[config.mk]
export PLATFORM = sky130hd
export DESIGN_NAME = hazard_ctrl
export DESIGN_NICKNAME = d
export VERILOG_FILES = /design/src/rtl/hazard_ctrl_pkg.sv /design/src/rtl/hazard_ctrl_detect.sv /design/src/rtl/hazard_ctrl.sv
export SDC_FILE = /design/constraint.sdc
export NUM_CORES = 1
export LEC_CHECK = 0
export CAP_MARGIN = 10
export CORE_MARGIN = 2
export CORE_UTILIZATION = 40
export DETAILED_ROUTE_END_ITERATION = 8
export DONT_BUFFER_PORTS = 1
export PLACE_DENSITY = 0.6
export SETUP_SLACK_MARGIN = 0.3
export SLEW_MARGIN = 20
export SYNTH_ARGS = -nofsm -noshare
export SYNTH_HDL_FRONTEND = slang
export SYNTH_SLANG_ARGS = --single-unit
[constraint.sdc]
create_clock -name clk -period 3.7 [get_ports clk]
set_clock_uncertainty 0.05 [all_clocks]
set_input_delay 0.74 -clock clk [delete_from_list [all_inputs] [get_ports clk]]
set_output_delay 0.74 -clock clk [all_outputs]
set_load 0.01 [all_outputs]
[src/rtl/hazard_ctrl_pkg.sv]
// hazard_ctrl_pkg: shared state encoding and instruction constants for the hazard controller.
package hazard_ctrl_pkg;
    typedef enum logic [1:0] {RUN = 2'd0, STALL = 2'd1, FLUSH = 2'd2, HALT = 2'd3} state_t;
    localparam logic [31:0] NOP_INSN  = 32'h00000013;
    localparam logic [31:0] HALT_INSN = 32'hFFFFFFFF;
endpackage

[src/rtl/hazard_ctrl_detect.sv]
// hazard_detect: combinational load-use hazard detection between ID sources and the EX load.
module hazard_detect #(
    parameter int REG_ADDR_W = 5
) (
    input  logic [REG_ADDR_W-1:0] id_rs1,
    input  logic [REG_ADDR_W-1:0] id_rs2,
    input  logic                  id_rs1_used,
    input  logic                  id_rs2_used,
    input  logic [REG_ADDR_W-1:0] ex_rd,
    input  logic                  ex_reg_write,
    input  logic                  ex_is_load,
    output logic                  lu
);
    assign lu = ex_is_load && ex_reg_write && (ex_rd != '0) &&
                ((id_rs1_used && id_rs1 == ex_rd) || (id_rs2_used && id_rs2 == ex_rd));
endmodule

[src/rtl/hazard_ctrl.sv]
// hazard_ctrl: pipeline pause/nop/flush/halt sequencer with Mealy outputs.
// Optional HAZARD_PERF_EN adds stall_cycles/flush_cycles performance counters.
module hazard_ctrl
    import hazard_ctrl_pkg::*;
#(
    parameter int REG_ADDR_W   = 5,
    parameter int LOAD_LAT     = 1,
    parameter int FLUSH_CYCLES = 1
) (
    input  logic                  clk,
    input  logic                  rst,
    input  logic [REG_ADDR_W-1:0] id_rs1,
    input  logic [REG_ADDR_W-1:0] id_rs2,
    input  logic                  id_rs1_used,
    input  logic                  id_rs2_used,
    input  logic                  id_halt,
    input  logic [REG_ADDR_W-1:0] ex_rd,
    input  logic                  ex_reg_write,
    input  logic                  ex_is_load,
    input  logic                  ex_branch_taken,
    input  logic                  resume,
    output logic                  pause,
    output logic                  nop,
    output logic                  flush,
    output logic                  halted
`ifdef HAZARD_PERF_EN
    ,
    output logic [31:0]           stall_cycles,
    output logic [31:0]           flush_cycles
`endif
);
    localparam logic [2:0] LL_M1 = 3'(LOAD_LAT - 1);
    localparam logic [2:0] FC_M1 = 3'(FLUSH_CYCLES - 1);

    state_t     state, state_nxt;
    logic [2:0] cnt, cnt_nxt;
    logic       lu, p, n, f, h;

    hazard_detect #(.REG_ADDR_W(REG_ADDR_W)) u_detect (
        .id_rs1      (id_rs1),
        .id_rs2      (id_rs2),
        .id_rs1_used (id_rs1_used),
        .id_rs2_used (id_rs2_used),
        .ex_rd       (ex_rd),
        .ex_reg_write(ex_reg_write),
        .ex_is_load  (ex_is_load),
        .lu          (lu)
    );

    always_ff @(posedge clk or negedge rst)
        if (!rst) begin
            state <= RUN;
            cnt   <= '0;
        end else begin
            state <= state_nxt;
            cnt   <= cnt_nxt;
        end

    always_comb begin
        state_nxt = state;
        cnt_nxt   = cnt;
        p = 1'b0;
        n = 1'b0;
        f = 1'b0;
        h = 1'b0;
        case (state)
            RUN, STALL: begin
                if (ex_branch_taken) begin
                    f         = 1'b1;
                    n         = 1'b1;
                    state_nxt = FLUSH_CYCLES > 1 ? FLUSH : RUN;
                    cnt_nxt   = FLUSH_CYCLES > 1 ? FC_M1 : 3'd0;
                end else if (state == STALL) begin
                    p         = 1'b1;
                    n         = 1'b1;
                    cnt_nxt   = cnt == 3'd0 ? 3'd0 : cnt - 3'd1;
                    state_nxt = cnt <= 3'd1 ? RUN : STALL;
                end else if (lu) begin
                    p         = 1'b1;
                    n         = 1'b1;
                    state_nxt = LOAD_LAT > 1 ? STALL : RUN;
                    cnt_nxt   = LOAD_LAT > 1 ? LL_M1 : 3'd0;
                end else if (id_halt) begin
                    p         = 1'b1;
                    n         = 1'b1;
                    state_nxt = HALT;
                end
            end
            FLUSH: begin
                n = 1'b1;
                f = 1'b1;
                if (ex_branch_taken) cnt_nxt = FC_M1;
                else begin
                    cnt_nxt   = cnt == 3'd0 ? 3'd0 : cnt - 3'd1;
                    state_nxt = cnt <= 3'd1 ? RUN : FLUSH;
                end
            end
            default: begin
                p         = 1'b1;
                n         = 1'b1;
                h         = 1'b1;
                state_nxt = resume ? RUN : HALT;
            end
        endcase
    end

    // Mealy outputs are combinational from inputs, so they must be gated while reset is held.
    assign pause  = rst & p;
    assign nop    = rst & n;
    assign flush  = rst & f;
    assign halted = rst & h;

`ifdef HAZARD_PERF_EN
    always_ff @(posedge clk or negedge rst)
        if (!rst) begin
            stall_cycles <= '0;
            flush_cycles <= '0;
        end else begin
            stall_cycles <= stall_cycles + {31'd0, pause & ~halted};
            flush_cycles <= flush_cycles + {31'd0, flush};
        end
`endif
endmodule

==> flow_summary.yaml <==
placed_design:
  place_inst: 85
  gp_congestion: 0.735
  hpwl_mm: 1.03
  placed_cell_area_um2: 598
  portBuffers: 0
grt:
  grt_pass1_vias: 514
  antenna_found_initial: 0
  use_met2_pct: 23.4
  overflow: 0
  grt_use_met3_pct: 4.74
  grt_max_degree: 16
  grt_pass1_wl_mm: 2.27
  grt.busiest_layer: "met2"
  groute.layer.met1.usage_pct: 22.7
  grt_usage_pct: 16.4
synth:
  synth_compound_area_share_pct: 29.4
  synth.ff_latch_count: 5
  yosys.cell_types.count: 32
  synth.yosys.seq_area_share_pct: 21.3
  async_flop_share_pct: 100
  syn-cell-area_um2: 587
  yosys.area_share.xor_xnor_pct: 16.4
  synth_top_family_by_area: "compound AO/OA/AOI/OAI gates"
  ys.flop_type: "dfrtp_1"
  synth_fa_ha_area_share_pct: 4.26
  syn-num-nets: 98
  synth_area_per_cell_um2: 8.15
  ys_warn_count: 0
  synth-simple-area-share_pct: 24.3
  synth_edf_count: 0
  synth_cells: 72
  synth_mux_area_share_pct: 1.71
route:
  vias: 529
  drc: 0
  drtPass1Iterations: 5
  vias_per_cell: 5.94
  routed_wl_mm: 1.28
  avgRoutedWirePerCell_um: 14.4
  ant_nets: 0
  drt_iter0_drc: 3
clock_tree:
  cts_tree: "done"
  cts_hold_buf: 0
  h-tree-depth: 1
  clock_sinks: 5
  ctsResizeCount: 0
  clock_path_buffers: 2
  clkSlewWorstSetupHoldPaths_ns: 0.04
  clk_latency_ns: 0.24
  cts_root_buffer: "clkbuf_4"
  numCtsBuffers: 3
  cts_setup_buffers: 0
sta:
  tightest_slew_ns: 0.472
  slew_headroom_pct: 68.5
  drv_slew: 0
  finalHoldViolCount: 0
  rsz0062_at_grt: "false"
  timing.final.crit_share_pct: 65.4
  fin_tns_setup_ns: 0
  setup_viol: 0
  period_needed_ns: 2.42
  holdWs_ns: 0.147
  max_freq_mhz: 413
finish:
  drive_above_1_share_pct: 8.11
  final_cells: 89
  final_cell_mix: "11 x xnor2_1, 8 x nand2_1, 5 x o21ai_0, 5 x dfrtp_1"
  layout_commonest_cell: "xnor2_1"
  layout.nets: 101
  syn2layout_area_growth_pct: 6.40
  n_antenna_cell: 0
  design_area_um2: 624
die:
  ioPinCount: 28
  start_util_pct: 44.0
  rows: 13
  die_w_um: 42.3
  coreArea_um2: 1330
  dieArea_um2: 1790
  die_h_um: 42.3
worst_setup_path:
  cp_data_required_time_ns: 2.91
  criticalPathCategory: "input port to output pin"
  worstSetupEndpointType: "output pin"
  reg2reg_depth: 6
  worstPathArrival_ns: 1.63
  cpMaxStageDelayCell: "or3_1"
  crit_fanout: 7
  cpPeakStageDelay_ns: 0.37
  crit_chain: "or3_1 > o311a_4 > nand2_1 > o21ai_1"
  start_kind: "input port"
power_and_ir_drop:
  total_power_w: 0.000246
  vdd_drop_max_mv: 0.296
  power_density_nw_per_um2: 394
  power_leakage_nw: 0.229
run:
  maxCapViolations: 0
run_status:
  status: "finished clean"
hold_path:
  worstHoldPathType: "input port to asynchronous set/reset pin"
==> layout make-up <==
type	count	area [um^2]
Tap cell	15	18.8
Clock buffer	4	26.3
Inverter	2	7.51
Multi-Input combinational cell	63	447
Sequential cell	5	125
Fill cell	145	709
==> critical path: cells and delay by family <==
family           cells  cell delay (ns)
AO/OA/AOI/OAI        2             0.45
AND/OR/NAND/NOR      2             0.45
==> layer usage <==
metal / share of wire (%) / up-vias
met2: 46 / 10
met4: 0 / 0
met1: 47 / 247
li1: - / 272
met5: 0 / -
met3: 6.7 / 0
==> state kept, by name, indices dropped and copies added, names as in the netlist <==
name,count
state,2
cnt,3
==> cell usage after synthesis (all sizes together), types with 2 or more instances <==
| library cell | instances | area (um^2) |
|---|---|---|
| dfrtp | 5 | 125 |
| nor3b | 2 | 20.0 |
| a21oi | 5 | 28.8 |
| inv | 2 | 7.51 |
| nand4 | 2 | 12.5 |
| or3 | 2 | 12.5 |
| nor4 | 2 | 12.5 |
| xnor2 | 11 | 96.3 |
| ha | 2 | 25.0 |
| nand2b | 4 | 25.0 |
| nand2 | 8 | 30.0 |
| o21ai | 7 | 35.0 |
| clkbuf | 2 | 7.51 |
| and3 | 2 | 12.5 |
| a2bb2oi | 2 | 17.5 |
==> report_power, final <==
part | leakage, nW | switching, W | total, W | internal (W)
Sequential | 0.0673 | 0.0000347 | 0.0000984 | 0.0000636
Clock | 0.0150 | 0.0000207 | 0.0000614 | 0.0000407
Combinational | 0.147 | 0.0000413 | 0.0000864 | 0.0000451
==> through the flow <==
step                util (%)  setup WS [ns]
floorplan                  -           1.31
global placement        44.8           1.27
detailed placement      44.8           1.27
CTS                     46.8           1.27
global route            46.8           1.24
finish                  46.8           1.28
==> path summary, 6_finish.rpt <==
kind | endpoint | slack, ns | start
max | nop | 1.28 | ex_rd[0]
min | state[1]$_DFFE_PN0P_ | 0.15 | rst
max reg2reg | cnt[2]$_DFFE_PN0P_ | 2.10 | cnt[1]$_DFFE_PN0P_
min reg2reg | cnt[0]$_DFFE_PN0P_ | 0.52 | cnt[0]$_DFFE_PN0P_
max in group asynchronous | cnt[2]$_DFFE_PN0P_ | 3.38 | rst
min in group clk | cnt[0]$_DFFE_PN0P_ | 0.52 | cnt[0]$_DFFE_PN0P_
==> kinds of logic after synthesis <==
logic type	count (synthesis)
flops	5
fa+ha+maj	2
buf+inv	4
compound gates	24
simple gates	25
xor+xnor	11
mux	1
(Power assumes the default switching activity.)
